===== src/rtl/usr_sequencer.sv =====
// usr_sequencer
//   Command sequencer for a universal shift register (hold / shift right /
//   shift left / parallel load). It accepts one command per valid/ready
//   handshake and then drives the register's control inputs cycle by cycle:
//   LOAD, CLEAR, logical shifts and rotates by N positions. A one-cycle
//   done pulse marks the end of every accepted command.
//
// Ports
//   clk        clock, all state on rising edge
//   rst        asynchronous reset, active-high
//   cmd_valid  command present
//   cmd_ready  command can be accepted (sequencer idle)
//   cmd_op     000 NOP, 001 LOAD, 010 SHR, 011 SHL, 100 ROTR, 101 ROTL,
//              110 CLEAR, 111 reserved (treated as NOP)
//   cmd_cnt    shift/rotate distance
//   cmd_data   parallel value for LOAD
//   cmd_fill   serial fill bit for SHR/SHL
//   q_in       current register Q (feedback for rotates)
//   sr_ena     register enable
//   sr_mode    {S1,S0}: 00 hold, 01 shift right, 10 shift left, 11 load
//   sr_sl      serial-left input (enters Q[0] on shift left)
//   sr_sr      serial-right input (enters Q[WIDTH-1] on shift right)
//   sr_d       parallel load data
//   busy       sequencer not idle
//   done       one-cycle completion pulse
module usr_sequencer #(
    parameter int WIDTH = 4,
    parameter int CNT_W = 3
) (
    input  logic             clk,
    input  logic             rst,
    input  logic             cmd_valid,
    output logic             cmd_ready,
    input  logic [2:0]       cmd_op,
    input  logic [CNT_W-1:0] cmd_cnt,
    input  logic [WIDTH-1:0] cmd_data,
    input  logic             cmd_fill,
    input  logic [WIDTH-1:0] q_in,
    output logic             sr_ena,
    output logic [1:0]       sr_mode,
    output logic             sr_sl,
    output logic             sr_sr,
    output logic [WIDTH-1:0] sr_d,
    output logic             busy,
    output logic             done
);

    typedef enum logic [1:0] {
        S_IDLE  = 2'd0,
        S_LOAD  = 2'd1,
        S_SHIFT = 2'd2,
        S_DONE  = 2'd3
    } state_t;

    localparam logic [2:0] OP_LOAD  = 3'b001;
    localparam logic [2:0] OP_SHR   = 3'b010;
    localparam logic [2:0] OP_SHL   = 3'b011;
    localparam logic [2:0] OP_ROTR  = 3'b100;
    localparam logic [2:0] OP_ROTL  = 3'b101;
    localparam logic [2:0] OP_CLEAR = 3'b110;

    state_t             state;
    state_t             state_next;
    logic [2:0]         op;
    logic [CNT_W-1:0]   cnt;
    logic [WIDTH-1:0]   data;
    logic               fill;
    logic [CNT_W-1:0]   remaining;
    logic               accept;

    assign accept = cmd_valid && (state == S_IDLE);

    always_ff @(posedge clk or posedge rst) begin
        if (rst) begin
            state     <= S_IDLE;
            op        <= '0;
            cnt       <= '0;
            data      <= '0;
            fill      <= 1'b0;
            remaining <= '0;
        end else begin
            state <= state_next;
            if (accept) begin
                op        <= cmd_op;
                cnt       <= cmd_cnt;
                data      <= cmd_data;
                fill      <= cmd_fill;
                remaining <= cmd_cnt;
            end else if (state == S_SHIFT) begin
                remaining <= remaining - CNT_W'(1);
            end
        end
    end

    // Next-state decode. Shifts with a zero count, NOP and the reserved
    // opcode go straight to DONE so the host still sees a completion pulse.
    always_comb begin
        state_next = state;
        case (state)
            S_IDLE: begin
                if (accept) begin
                    case (cmd_op)
                        OP_LOAD, OP_CLEAR: state_next = S_LOAD;
                        OP_SHR, OP_SHL, OP_ROTR, OP_ROTL:
                            state_next = (cmd_cnt != '0) ? S_SHIFT : S_DONE;
                        default: state_next = S_DONE;
                    endcase
                end
            end
            S_LOAD:  state_next = S_DONE;
            S_SHIFT: if (remaining == CNT_W'(1)) state_next = S_DONE;
            S_DONE:  state_next = S_IDLE;
            default: state_next = S_IDLE;
        endcase
    end

    // Output decode from state and latched command. Rotates take the bit
    // falling off the far end straight from q_in, so the register sees its
    // own current value recirculated on every enabled edge.
    always_comb begin
        sr_ena  = 1'b0;
        sr_mode = 2'b00;
        sr_sl   = 1'b0;
        sr_sr   = 1'b0;
        sr_d    = '0;
        case (state)
            S_LOAD: begin
                sr_ena  = 1'b1;
                sr_mode = 2'b11;
                sr_d    = (op == OP_LOAD) ? data : '0;
            end
            S_SHIFT: begin
                sr_ena = 1'b1;
                case (op)
                    OP_SHR: begin
                        sr_mode = 2'b01;
                        sr_sr   = fill;
                    end
                    OP_SHL: begin
                        sr_mode = 2'b10;
                        sr_sl   = fill;
                    end
                    OP_ROTR: begin
                        sr_mode = 2'b01;
                        sr_sr   = q_in[0];
                    end
                    OP_ROTL: begin
                        sr_mode = 2'b10;
                        sr_sl   = q_in[WIDTH-1];
                    end
                    default: sr_mode = 2'b00;
                endcase
            end
            default: ;
        endcase
    end

    assign cmd_ready = (state == S_IDLE);
    assign busy      = (state != S_IDLE);
    assign done      = (state == S_DONE);

    // cnt is kept with the latched command for observability; the
    // countdown runs on remaining.
    logic unused_cnt;
    assign unused_cnt = ^cnt;

endmodule

===== config.mk =====
export PLATFORM = sky130hd
export DESIGN_NAME = usr_sequencer
export DESIGN_NICKNAME = d
export VERILOG_FILES = /design/src/rtl/usr_sequencer.sv
export SDC_FILE = /design/constraint.sdc
export NUM_CORES = 1
export LEC_CHECK = 0
export ABC_AREA = 1
export ABC_CLOCK_PERIOD_IN_PS = 3800
export CORE_MARGIN = 2
export CORE_UTILIZATION = 47
export CTS_CLUSTER_DIAMETER = 150
export CTS_CLUSTER_SIZE = 25
export DETAILED_ROUTE_END_ITERATION = 8
export PLACE_DENSITY = 0.91
export SYNTH_ARGS = -nofsm -noshare
export SYNTH_HDL_FRONTEND = slang
export SYNTH_SLANG_ARGS = --single-unit

===== constraint.sdc =====
create_clock -name clk -period 3.8 [get_ports clk]
set_input_delay 0.38 -clock clk [delete_from_list [all_inputs] [get_ports clk]]
set_output_delay 0.38 -clock clk [all_outputs]
set_load 0.03 [all_outputs]

==> flow_summary_export.csv <==
group,metric,value,unit
power_and_ir_drop,p_seq_share,29.3,%
clock_tree,clock-sinks,13,
routing,met1_length,798,um
power_and_ir_drop,irDropWorstVdd,0.000478,V
power_and_ir_drop,power,0.889,mW
global_routing,overflow,0,
finish,nets,169,
placement,place_area,0.00111,mm^2
worst_setup_path,r2r_cells,4,
routing,wl_per_cell,12.4,um
timing,fin_tns_setup,0,ns
timing,holdWs,0.426,ns
placement,place_hpwl,1.63,mm
routing,dr.pass1.iters,4,
timing,setup_violations,0,
timing,slew_viol_final,0,
synth,yosys_warnings,0,
clock_tree,cts.clk_slew.worst_paths,0.09,ns
routing,avgViaCountPerCell,5.15,
routing,dr_total_vias,824,
die,initial_core_util,49.4,%
die,dieArea,0.00213,mm^2
placement,dp.cells,156,
finish,areaGrowthSynthToFinish,36.3,%
worst_setup_path,cp-end-kind,"primary output",
clock_tree,post-cts-setup-buffers,0,
global_routing,grt_pass1_vias,746,
placement,place_ws,1.61,ns
finish,fin_area,0.00114,mm^2
clock_tree,clockBufferDepth,2,
clock_tree,clock-root-buffer,"clkbuf_4",
die,num_rows,15,
global_routing,grt_max_degree,21,
timing,finalHoldViolations,0,
routing,first_iter_violations,10,
worst_setup_path,r2r-start,"state[0]$_DFFE_PP0P_",
power_and_ir_drop,p_int,0.456,mW
timing,worstMarginPinSlew,0.611,ns
routing,top_layer_used,"met4",
routing,wl_met2,1.09,mm
timing,worst_slack,1.29,ns
power_and_ir_drop,combPwrFrac,60.7,%
clock_tree,clk_latency,0.28,ns
power_and_ir_drop,leakage,0.582,nW
worst_setup_path,rrSetupSlack,2.06,ns
power_and_ir_drop,powerDensity,781,mW/mm^2
timing,fin_crit_sh,66.0,%
routing,remaining_drc_errors,0,
flow_run,maxCapViolations,0,
clock_tree,numCtsBuffers,3,
routing,wirelength,1.99,mm
synth,ys_seq_elements,13,
finish,drive_above_1_share,3.50,%
worst_setup_path,r2r-end,"fill$_DFFE_PP0P_",
clock_tree,cts_tree,"done",
timing,max_freq,0.399,GHz
global_routing,antenna_found_initial,0,
worst_setup_path,critPathKind,"flip-flop to primary output",
placement,gp_congestion,0.825,
worst_setup_path,critical_path.startpoint,"state[0]$_DFFE_PP0P_",
clock_tree,cts_resized,0,
clock_tree,h-tree-depth,1,
placement,port_buffers,27,
die,die_w,46.1,um
power_and_ir_drop,clkPwrFrac,10.0,%
timing,slew_headroom,59.2,%
die,io_pins,30,
synth,syn-cell-area,835,um^2
worst_setup_path,cp-endpoint,"sr_mode[0]",
die,core,0.00169,mm^2
finish,diodes,0,
worst_setup_path,setup.worst_path.start_class,"flip-flop",
global_routing,track_usage,21.1,%
finish,fin_util,67.3,%
synth,synth.distinct_cells,15,
routing,ant_nets,0,
worst_setup_path,critPathRequiredTime,3.42,ns
synth,synth.avg_cell_area,7.32,um^2
synth,seq_area_frac_synth,39.0,%
timing,period_needed,2.51,ns
run_status,status,"finished, final reports clean",
worst_setup_path,arrival,2.13,ns
timing,rsz0062_at_grt,"false",
power_and_ir_drop,switching_share,48.7,%
synth,synthesis.nets,139,
worst_setup_path,path_max_fanout,6,
finish,fin_cells,160,
synth,syn_inst,114,
hold_path,min_path_type,"input pin to async pin",
clock_tree,cts_hold_buf,0,
routing,dr_wl_met3,82,um
timing,finClkSkew,0.00342,ns
power_and_ir_drop,p_switching,0.433,mW
global_routing,grt_pass1_wl,3.14,mm
die,die_h,46.1,um
cell usage after synthesis (all sizes together):
cell	count	share of area (%)
nand3	6	3.6
xor2	1	1.0
dfrtp	13	39
buf	2	1.9
nand2	22	9.9
inv	23	10
ha	7	10
o21ai	4	2.4
nor2	16	7.2
a21oi	15	9.0
o221ai	1	1.0
mux2	1	1.8
nand4	3	2.2
layout make-up:
class / count / area, um^2
clock buffers: 3 / 22.5
clock inverters: 1 / 5.00
fillers: 144 / 552
inverters: 23 / 86.3
multi-input cells: 76 / 407
flip-flops and latches: 13 / 325
well taps: 17 / 21.3
repair buffers: 27 / 270
per-layer routing:
layer / GRT usage [%] / vias up
met5: 0 / -
met4: 10.9 / 0
met3: 5.88 / 2
met2: 35.3 / 21
met1: 24.3 / 386
li1: - / 415
power groups by stage:
stage               Clock (mW)  Sequential [mW]  Combinational [mW]
global placement             0            0.255               0.503
floorplan                    0            0.247               0.376
CTS                     0.0919            0.260               0.541
global route             0.100            0.270               0.598
detailed placement           0            0.263               0.540
finish                  0.0890            0.260               0.540
worst min path at each step:
stage / cells past startpoint / slack [ns] / to
floorplan: 1 / 0.26 / data[0]$_DFFE_PP0P_
global placement: 2 / 0.48 / remaining[1]$_DFFE_PP0P_
detailed placement: 2 / 0.50 / remaining[1]$_DFFE_PP0P_
CTS: 2 / 0.44 / data[0]$_DFFE_PP0P_
global route: 2 / 0.45 / data[0]$_DFFE_PP0P_
finish: 2 / 0.43 / data[0]$_DFFE_PP0P_
layout by cell type, fill, tap and decap left out:
| master | synthesis | final |
|---|---|---|
| clkinv_2 | 0 | 1 |
| nand2_1 | 22 | 22 |
| clkbuf_4 | 0 | 3 |
| inv_1 | 23 | 23 |
| mux2_4 | 1 | 1 |
| dfrtp_1 | 13 | 13 |
| o21ai_0 | 3 | 3 |
| ha_1 | 7 | 7 |
| o221ai_1 | 1 | 1 |
| clkdlybuf4s50_1 | 0 | 27 |
| a21oi_1 | 15 | 15 |
| nand4_1 | 3 | 3 |
| nor2_1 | 16 | 16 |
| xor2_1 | 1 | 1 |
| nand3_1 | 6 | 6 |
| o21ai_1 | 1 | 1 |
kinds of logic (layout without fill, tap and decap cells):
kind of cell,count (synthesis),after routing,share of synthesized area [%]
buf+inv,25,54,12.3
compound gates,20,20,12.4
simple gates,47,47,22.9
mux,1,1,1.80
flops,13,13,39.0
fa+ha+maj,7,7,10.5
xor+xnor,1,1,1.05
worst max-delay path: stages (launching register included):
cell             delay (ns)
dfrtp_1                0.42
inv_1                  0.13
ha_1                   0.31
nand3_1                0.11
a21oi_1                0.17
clkdlybuf4s50_1        0.72
flip-flops by register name, indices dropped and copies added, names as in the netlist:
name	count
remaining	3
data	4
state	2
fill	1
op	3
Note: power is estimated with default switching activity, not from simulation.
